--- src/rtl/mem_arbiter.sv ---
// mem_arbiter: shares one RAM port between instruction fetch and data access.
// Data wins contention unless instruction fetch has been passed over
// STARVE_MAX times in a row. The granted address and data are latched and held
// on the RAM port until the RAM completes. Every completion is followed by one
// IDLE cycle.
module mem_arbiter #(
  parameter int ADDR_W     = 32,
  parameter int DATA_W     = 32,
  parameter int STARVE_MAX = 4
) (
  input  logic              CLK,
  input  logic              nRST,
  // instruction requester
  input  logic              iREN,
  input  logic [ADDR_W-1:0] iaddr,
  output logic              iwait,
  output logic [DATA_W-1:0] iload,
  output logic              ierr,
  // data requester
  input  logic              dREN,
  input  logic              dWEN,
  input  logic [ADDR_W-1:0] daddr,
  input  logic [DATA_W-1:0] dstore,
  output logic              dwait,
  output logic [DATA_W-1:0] dload,
  output logic              derr,
  // RAM port
  output logic              ramREN,
  output logic              ramWEN,
  output logic [ADDR_W-1:0] ramaddr,
  output logic [DATA_W-1:0] ramstore,
  input  logic [DATA_W-1:0] ramload,
  input  logic              ram_ready,
  input  logic              ram_error
);

  typedef enum logic [1:0] {
    IDLE = 2'd0,
    IACC = 2'd1,
    DACC = 2'd2
  } state_e;

  localparam logic [3:0] STARVE_LIM = 4'(STARVE_MAX);

  state_e            state_q, state_d;
  logic              ram_ren_q, ram_ren_d;
  logic              ram_wen_q, ram_wen_d;
  logic [ADDR_W-1:0] ram_addr_q, ram_addr_d;
  logic [DATA_W-1:0] ram_store_q, ram_store_d;
  logic [3:0]        starve_cnt_q, starve_cnt_d;

  logic d_req;
  logic i_forced;
  logic done;

  assign d_req    = dREN | dWEN;
  assign i_forced = iREN && (starve_cnt_q == STARVE_LIM);
  // An error completes the access even without ram_ready.
  assign done     = ram_ready | ram_error;

  // Next state: grant in IDLE, hold the RAM port while busy, release on completion.
  always_comb begin
    // NOTE: every _d defaults to its _q, so no branch can leave a latch behind.
    state_d      = state_q;
    ram_ren_d    = ram_ren_q;
    ram_wen_d    = ram_wen_q;
    ram_addr_d   = ram_addr_q;
    ram_store_d  = ram_store_q;
    starve_cnt_d = starve_cnt_q;

    unique case (state_q)
      IDLE: begin
        if (d_req && !i_forced) begin
          state_d     = DACC;
          ram_addr_d  = daddr;
          ram_store_d = dstore;
          ram_wen_d   = dWEN;
          ram_ren_d   = !dWEN;
          // Count only grants that made a waiting fetch lose.
          if (!iREN) begin
            starve_cnt_d = 4'd0;
          end else if (starve_cnt_q != STARVE_LIM) begin
            starve_cnt_d = starve_cnt_q + 4'd1;
          end
        end else if (iREN) begin
          state_d      = IACC;
          ram_addr_d   = iaddr;
          ram_ren_d    = 1'b1;
          ram_wen_d    = 1'b0;
          starve_cnt_d = 4'd0;
        end
      end
      IACC, DACC: begin
        if (done) begin
          state_d   = IDLE;
          ram_ren_d = 1'b0;
          ram_wen_d = 1'b0;
        end
      end
      default: begin
        state_d   = IDLE;
        ram_ren_d = 1'b0;
        ram_wen_d = 1'b0;
      end
    endcase
  end

  // State and registered RAM-port outputs; reset abandons any access in flight.
  always_ff @(posedge CLK or negedge nRST) begin
    if (!nRST) begin
      state_q      <= IDLE;
      ram_ren_q    <= 1'b0;
      ram_wen_q    <= 1'b0;
      ram_addr_q   <= '0;
      ram_store_q  <= '0;
      starve_cnt_q <= 4'd0;
    end else begin
      // NOTE: non-blocking assignments, so every flop samples pre-edge values.
      state_q      <= state_d;
      ram_ren_q    <= ram_ren_d;
      ram_wen_q    <= ram_wen_d;
      ram_addr_q   <= ram_addr_d;
      ram_store_q  <= ram_store_d;
      starve_cnt_q <= starve_cnt_d;
    end
  end

  assign ramREN   = ram_ren_q;
  assign ramWEN   = ram_wen_q;
  assign ramaddr  = ram_addr_q;
  assign ramstore = ram_store_q;

  // Completion flags are combinational, so wait drops in the cycle the RAM finishes.
  assign iwait = !((state_q == IACC) && done);
  assign dwait = !((state_q == DACC) && done);
  assign ierr  = (state_q == IACC) && ram_error;
  assign derr  = (state_q == DACC) && ram_error;

  assign iload = ramload;
  assign dload = ramload;

endmodule

--- config.mk ---
export PLATFORM = sky130hd
export DESIGN_NAME = mem_arbiter
export DESIGN_NICKNAME = d
export VERILOG_FILES = /design/src/rtl/mem_arbiter.sv
export SDC_FILE = /design/constraint.sdc
export NUM_CORES = 1
export LEC_CHECK = 0
export BUFFER_PORTS_ARGS = -buffer_cell sky130_fd_sc_hd__clkbuf_2
export CAP_MARGIN = 20
export CORE_AREA = 5 5 109 111
export DETAILED_ROUTE_END_ITERATION = 16
export DIE_AREA = 0 0 114 116
export GPL_ROUTABILITY_DRIVEN = 0
export PLACE_DENSITY = 0.74
export RECOVER_POWER = 25
export SETUP_SLACK_MARGIN = 0.5
export SLEW_MARGIN = 10
export SYNTH_ARGS = -nofsm -noshare
export SYNTH_HDL_FRONTEND = slang
export SYNTH_SLANG_ARGS = --single-unit
export TNS_END_PERCENT = 1
--- constraint.sdc ---
create_clock -name CLK -period 1.59 [get_ports CLK]
set_input_delay 0.0795 -clock CLK [delete_from_list [all_inputs] [get_ports CLK]]
set_output_delay 0.0795 -clock CLK [all_outputs]
set_load 0.03 [all_outputs]
==> reports/qor.csv, run 1 <==
metric,value,unit
first-pass GRT wire length,19100,um
Inserted Clock Buffers,9,
peak supply drop,1060,uV
routed via count,3600,
"Worst Path Class, Setup",flip-flop to flip-flop,
Tmin final,1.56,ns
Synth top area share,0.462,
max_cap viols,0,
Layout area overhead,46.8,%
Routed WL,12500,um
startpoint types,flip-flop,
Final Skew,0.0111,ns
CTS root buf,clkbuf_8,
power per cell area,1980,nW/um^2
unrepaired setup endpoints after global routing,true,
routed wl met2,6570,um
Worst EP required,1.82,ns
ys async rst share,1.00,
met3 wire length,983,um
maximum number of pins on one net before global-route repair,40,
row count,38,
number of global-route vias before repair,3926,
Leak,0.00274,uW
Routed Antenna Nets,0,
max layer used,met5,
final setup violating endpoints,0,
hpwl dp,8400,um
share of layout cells above drive strength 1,0.486,
Final Max Slew Viols,0,
worst-path maximum fanout,7,
initial antenna violation count,1,
status,"finished, final reports clean",
starting DRC count in detailed routing,209,
Tightest Pin Transition,0.533,ns
drt pass-1 iters,5,
register area share after synthesis,0.462,
WL met1,4560,um
routed len/inst,17.6,um
Synth area leaders,"dfrtp_1, buf_4, mux2_4, a31oi_1, a21oi_1",
die width,114,um
Post-Syn Instances,373,
IO buf count,172,
final hold violations,0,
dominant cell type by area after synthesis,dfrtp_1,
Initial Util,0.365,
Sink Count,72,
Final period util,0.982,
fin nets,703,
all-layer global routing usage,0.183,
type of destination of the critical path,flip-flop,
Unique masters post-synth,37,
htree depth,3,
Reg2Reg Setup Slack,0.03,ns
syn nets,513,
number of synthesized flops with an enable pin,0,
Worst-path clk slew,0.08,ns
DRC viols,0,
Mean Syn Cell Area,10.5,um^2
remaining global-route overflow,0,
io pins,269,
die area,13200,um^2
Slew HR,0.644,
synthesized area,3900,um^2
TritonCTS clock tree,yes,
Vias/cell,5.08,
Seq cells post-synth,72,
YS warnings,0,
main flop type after synthesis,dfrtp_1,
Storage cell area,1800,um^2
area occupied by multi-input gates,1600,um^2
Max Fclk,640,MHz
WHS,0.0326,ns
Die Span Y,116,um
deepest clock path buffer count,2,
CP arrival,1.79,ns
Hold WC Path Type,input pin to flip-flop,
Worst-Skew Late Latency,0.34,ns
FILL cells,940,
area of the core,10700,um^2
ANT cells,0,
setup TNS,0,ns
[cell families after synthesis]
group | Yosys count | share of synthesized area
buf+inv | 96 | 0.165
mux | 32 | 0.118
flops | 72 | 0.462
compound gates | 114 | 0.171
fa+ha+maj | 5 | 0.0160
simple gates | 54 | 0.0680
[path summary, 6_finish.rpt]
path                                                   from                       to  cells past startpoint
worst max-delay path            starve_cnt_q[1]$_DFFE_PN0P_  ramstore[7]$_DFFE_PN0P_                      7
worst min-delay path                               daddr[4]   ramaddr[4]$_DFFE_PN0P_                      3
worst max register to register  starve_cnt_q[1]$_DFFE_PN0P_  ramstore[7]$_DFFE_PN0P_                      7
worst min register to register      ramstore[5]$_DFFE_PN0P_  ramstore[5]$_DFFE_PN0P_                      1
max in group asynchronous                              nRST  ramaddr[25]$_DFFE_PN0P_                      3
min in group asynchronous                              nRST  ramaddr[15]$_DFFE_PN0P_                      2
[sequential cells by signal, indices dropped and copies added, names as in the netlist]
register	count
ramWEN	1
starve_cnt_q	4
ramREN	1
ramaddr	32
ramstore	32
state_q	2
[per-layer routing]
metal	vias to the layer above	global-route usage
li1	1631	-
met1	1738	0.198
met5	-	0
met4	2	0.0863
met2	176	0.331
met3	53	0.0507
[what timing repair did]
action	4_1_cts	5_1_grt
setup endpoints to repair	77	79
resized for setup	17	31
pin swaps	2	11
buffers inserted	5	1
endpoints found under the hold margin	102	0
cloned	2	0
hold buffers	65	0
[through the flow]
step	setup WS (ns)	area, um^2	utilization	cells	total power (uW)
2_1_floorplan	0.0113	3930	-	373	7480
3_3_place_gp	0.0180	4590	0.429	619	8920
3_5_place_dp	-0.0713	4590	0.429	619	9110
4_1_cts	0.0164	5620	0.526	707	11300
5_1_grt	-0.0299	5730	0.535	708	12000
6_report	0.0286	5730	0.535	708	11300
[synthesized netlist by cell type (all sizes together), types with 2 or more instances]
library cell and number:
a21oi 33, a31oi 32, and2 2, buf 78
clkbuf 13, dfrtp 72, ha 5, inv 5
mux2 32, nand2 5, nand3 4, nand3b 2
nand4b 2, nor2 34, o21ai 35, o22ai 2
o2bb2ai 3, o31ai 2
[worst max-delay path, stage by stage, from the launching register on]
cell and delay (ns):
dfrtp_1 0.41, inv_2 0.08, ha_4 0.14, nand4b_4 0.12
nand3_4 0.12, buf_12 0.13, buf_16 0.12, mux2_4 0.30
[cells in the final DEF (no fill, tap or decap), drive strengths merged, types with 2 or more instances in the layout]
master	count
nand2	5
nand3b	2
a21oi	33
a31oi	32
o22ai	2
buf	40
mux2	32
clkinvlp	2
inv	9
nand3	4
o2bb2ai	3
nor2	34
dlygate4sd3	65
and2	2
clkbuf	174
dfrtp	72
nand4b	2
ha	5
o21ai	35
o31ai	2
[where the power goes]
group	switching, uW	internal (uW)	total [uW]
clock	779	757	1540
combinational	3760	2740	6500
sequential	569	2730	3300
[area by class of cell]
| class | instances | share of cell area |
|---|---|---|
| tap | 140 | 0.0306 |
| clock buffer | 9 | 0.0216 |
| inverter | 5 | 0.00328 |
| timing repair buffer | 270 | 0.336 |
| multi-input combinational | 205 | 0.279 |
| clock inverter | 7 | 0.0149 |
| sequential | 72 | 0.315 |
Note: power is estimated with default switching activity, not from simulation.
==> inputs of run 2 (changes only) <==
CTS_BUF_LIST = sky130_fd_sc_hd__clkbuf_2   (was default)
==> reports/qor.csv, run 2 (same netlist as run 1, synthesis figures left out) <==
metric,value,unit,change
startpoint types,flip-flop,,
RR Endpoint,ramaddr[12]$_DFFE_PN0P_,,
"most common cell after layout, fill and taps aside",clkbuf_2,,
IO buf count,172,,unchanged
Final Max Slew Viols,0,,unchanged
Worst Reg-to-Reg Cells,7,,unchanged
power after layout,12900,uW,+14%
Slew HR,0.641,,-0.00322
WHS,0.0437,ns,+0.0111 ns
Worst-path clk slew,0.25,ns,+0.17 ns
share of layout cells above drive strength 1,0.463,,-0.0234
final non-filler cell total,741,,+4.7%
Layout area overhead,69.7,%,
area of the core,10700,um^2,unchanged
area occupied by multi-input gates,1590,um^2,-0.55%
worst reg2reg startpoint,state_q[0]$_DFFE_PN0P_,,
final setup violating endpoints,3,,+3
Inserted Clock Buffers,9,,unchanged
Worst EP required,1.51,ns,-0.31 ns
final hold violations,0,,unchanged
io pins,269,,unchanged
final instance area,6620,um^2,+16%
hpwl dp,8400,um,unchanged
row count,38,,unchanged
Hold WC Path Type,input pin to asynchronous set/reset pin,,
setup TNS,-0.0384,ns,-0.0384 ns
first-pass GRT wire length,21800,um,+14%
initial antenna violation count,1,,unchanged
fin nets,736,,+4.7%
remaining global-route overflow,0,,unchanged
DRC viols,0,,unchanged
Final Skew,0.0424,ns,+0.0314 ns
die area,13200,um^2,unchanged
Worst-Skew Late Latency,0.53,ns,+0.19 ns
Tmin final,1.61,ns,+0.0466 ns
ANT cells,0,,unchanged
htree depth,3,,unchanged
TritonCTS clock tree,yes,,
Die Span Y,116,um,unchanged
power per cell area,1950,nW/um^2,-1.6%
failing checks,negative setup slack,,
FILL cells,820,,-13%
Storage cell area,1800,um^2,about the same
die width,114,um,unchanged
drt pass-1 iters,5,,unchanged
deepest clock path buffer count,2,,unchanged
routed len/inst,19.6,um,+11%
Max Fclk,622,MHz,-2.9%
starting DRC count in detailed routing,277,,+33%
status,"complete, but fails checks",,
Routed WL,14500,um,+16%
all-layer global routing usage,0.212,,+0.0294
worst-path maximum fanout,2,,-5
type of destination of the critical path,primary output,,
max_cap viols,0,,unchanged
CTS root buf,clkbuf_2,,
maximum number of pins on one net before global-route repair,40,,unchanged
Tightest Pin Transition,0.538,ns,+0.00483 ns
number of global-route vias before repair,4195,,+6.9%
CP arrival,1.53,ns,-0.26 ns
Initial Util,0.365,,unchanged
Final period util,1.01,,+0.0293
Routed Antenna Nets,0,,unchanged
worst setup margin,-0.0180,ns,-0.0466 ns
peak supply drop,1040,uV,-1.5%
placed cells,619,,unchanged
Leak,0.00306,uW,+12%
unrepaired setup endpoints after global routing,true,,
"commonest non-fill, non-tap cells in the layout","clkbuf_2, dlygate4sd3_1, dfrtp_1",,
"Worst Path Class, Setup",flip-flop to primary output,,
Sink Count,72,,unchanged
Reg2Reg Setup Slack,0.01,ns,-0.02 ns
Post-DP Area,4590,um^2,unchanged
Vias/cell,5.14,,+1.1%
routed via count,3811,,+5.9%
## run 2: cell types whose count changed in the layout (fill, tap and decap cells not counted), moves of 5 or more
| cell | before | now |
|---|---|---|
| dlygate4sd3_1 | 65 | 100 |
| clkbuf_2 | 164 | 110 |
| buf_4 | 25 | 20 |
| o21ai_0 | 30 | 25 |
| buf_8 | 1 | 69 |
| clkbuf_8 | 9 | 1 |
## run 2: worst max-delay path by stage
stage,end,slack [ns],startpoint,depth (start not counted)
6_report,ierr,-0.02,state_q[0]$_DFFE_PN0P_,4
3_3_place_gp,ramaddr[0]$_DFFE_PN0P_,0.02,starve_cnt_q[1]$_DFFE_PN0P_,6
2_1_floorplan,ramstore[0]$_DFFE_PN0P_,0.01,starve_cnt_q[0]$_DFFE_PN0P_,6
3_5_place_dp,ramaddr[20]$_DFFE_PN0P_,-0.07,starve_cnt_q[1]$_DFFE_PN0P_,6
4_1_cts,ierr,-0.08,state_q[0]$_DFFE_PN0P_,4
5_1_grt,ierr,-0.06,state_q[0]$_DFFE_PN0P_,4
## run 2: per-layer routing
metal  global-route usage  vias up  part of all wire
li1                     -     1701                 -
met1                0.221     1834              0.34
met2                0.397      206              0.54
met3               0.0454       68             0.073
met4                0.113        2             0.043
met5                    0        -            0.0011
## run 2: area by class of cell
type                       instances  area share
clock buffer                       9     0.00680
clock inverter                     7      0.0128
inverter                           5     0.00283
multi-input combinational        205       0.240
sequential                        72       0.272
tap                              140      0.0265
timing repair buffer             303       0.439
## run 2: power breakdown
| group | leakage, uW | switching [uW] | internal [uW] | total (uW) |
|---|---|---|---|---|
| clock | 0.0000730 | 757 | 395 | 1150 |
| sequential | 0.000837 | 917 | 2720 | 3640 |
| combinational | 0.00215 | 3840 | 4250 | 8100 |
## run 2: repair_timing
item / CTS / global route
setup endpoints to repair: 142 / 142
cloned: 0 / 1
pin swaps: 13 / 10
gates resized for setup: 179 / 73
hold buffers: 100 / 0
buffers inserted: 1 / 4
hold endpoints to repair: 140 / 0
## run 2: stage by stage
stage / setup WS (ns) / utilization
floorplan: 0.0113 / -
global placement: 0.0180 / 0.429
detailed placement: -0.0713 / 0.429
CTS: -0.0786 / 0.606
global route: -0.0634 / 0.619
finish: -0.0180 / 0.619
## run 2: critical path: stages (launching register included)
cell and delay (ns):
dfrtp_1 0.45, buf_4 0.15, ha_4 0.16, and2_4 0.14
buf_8 0.13
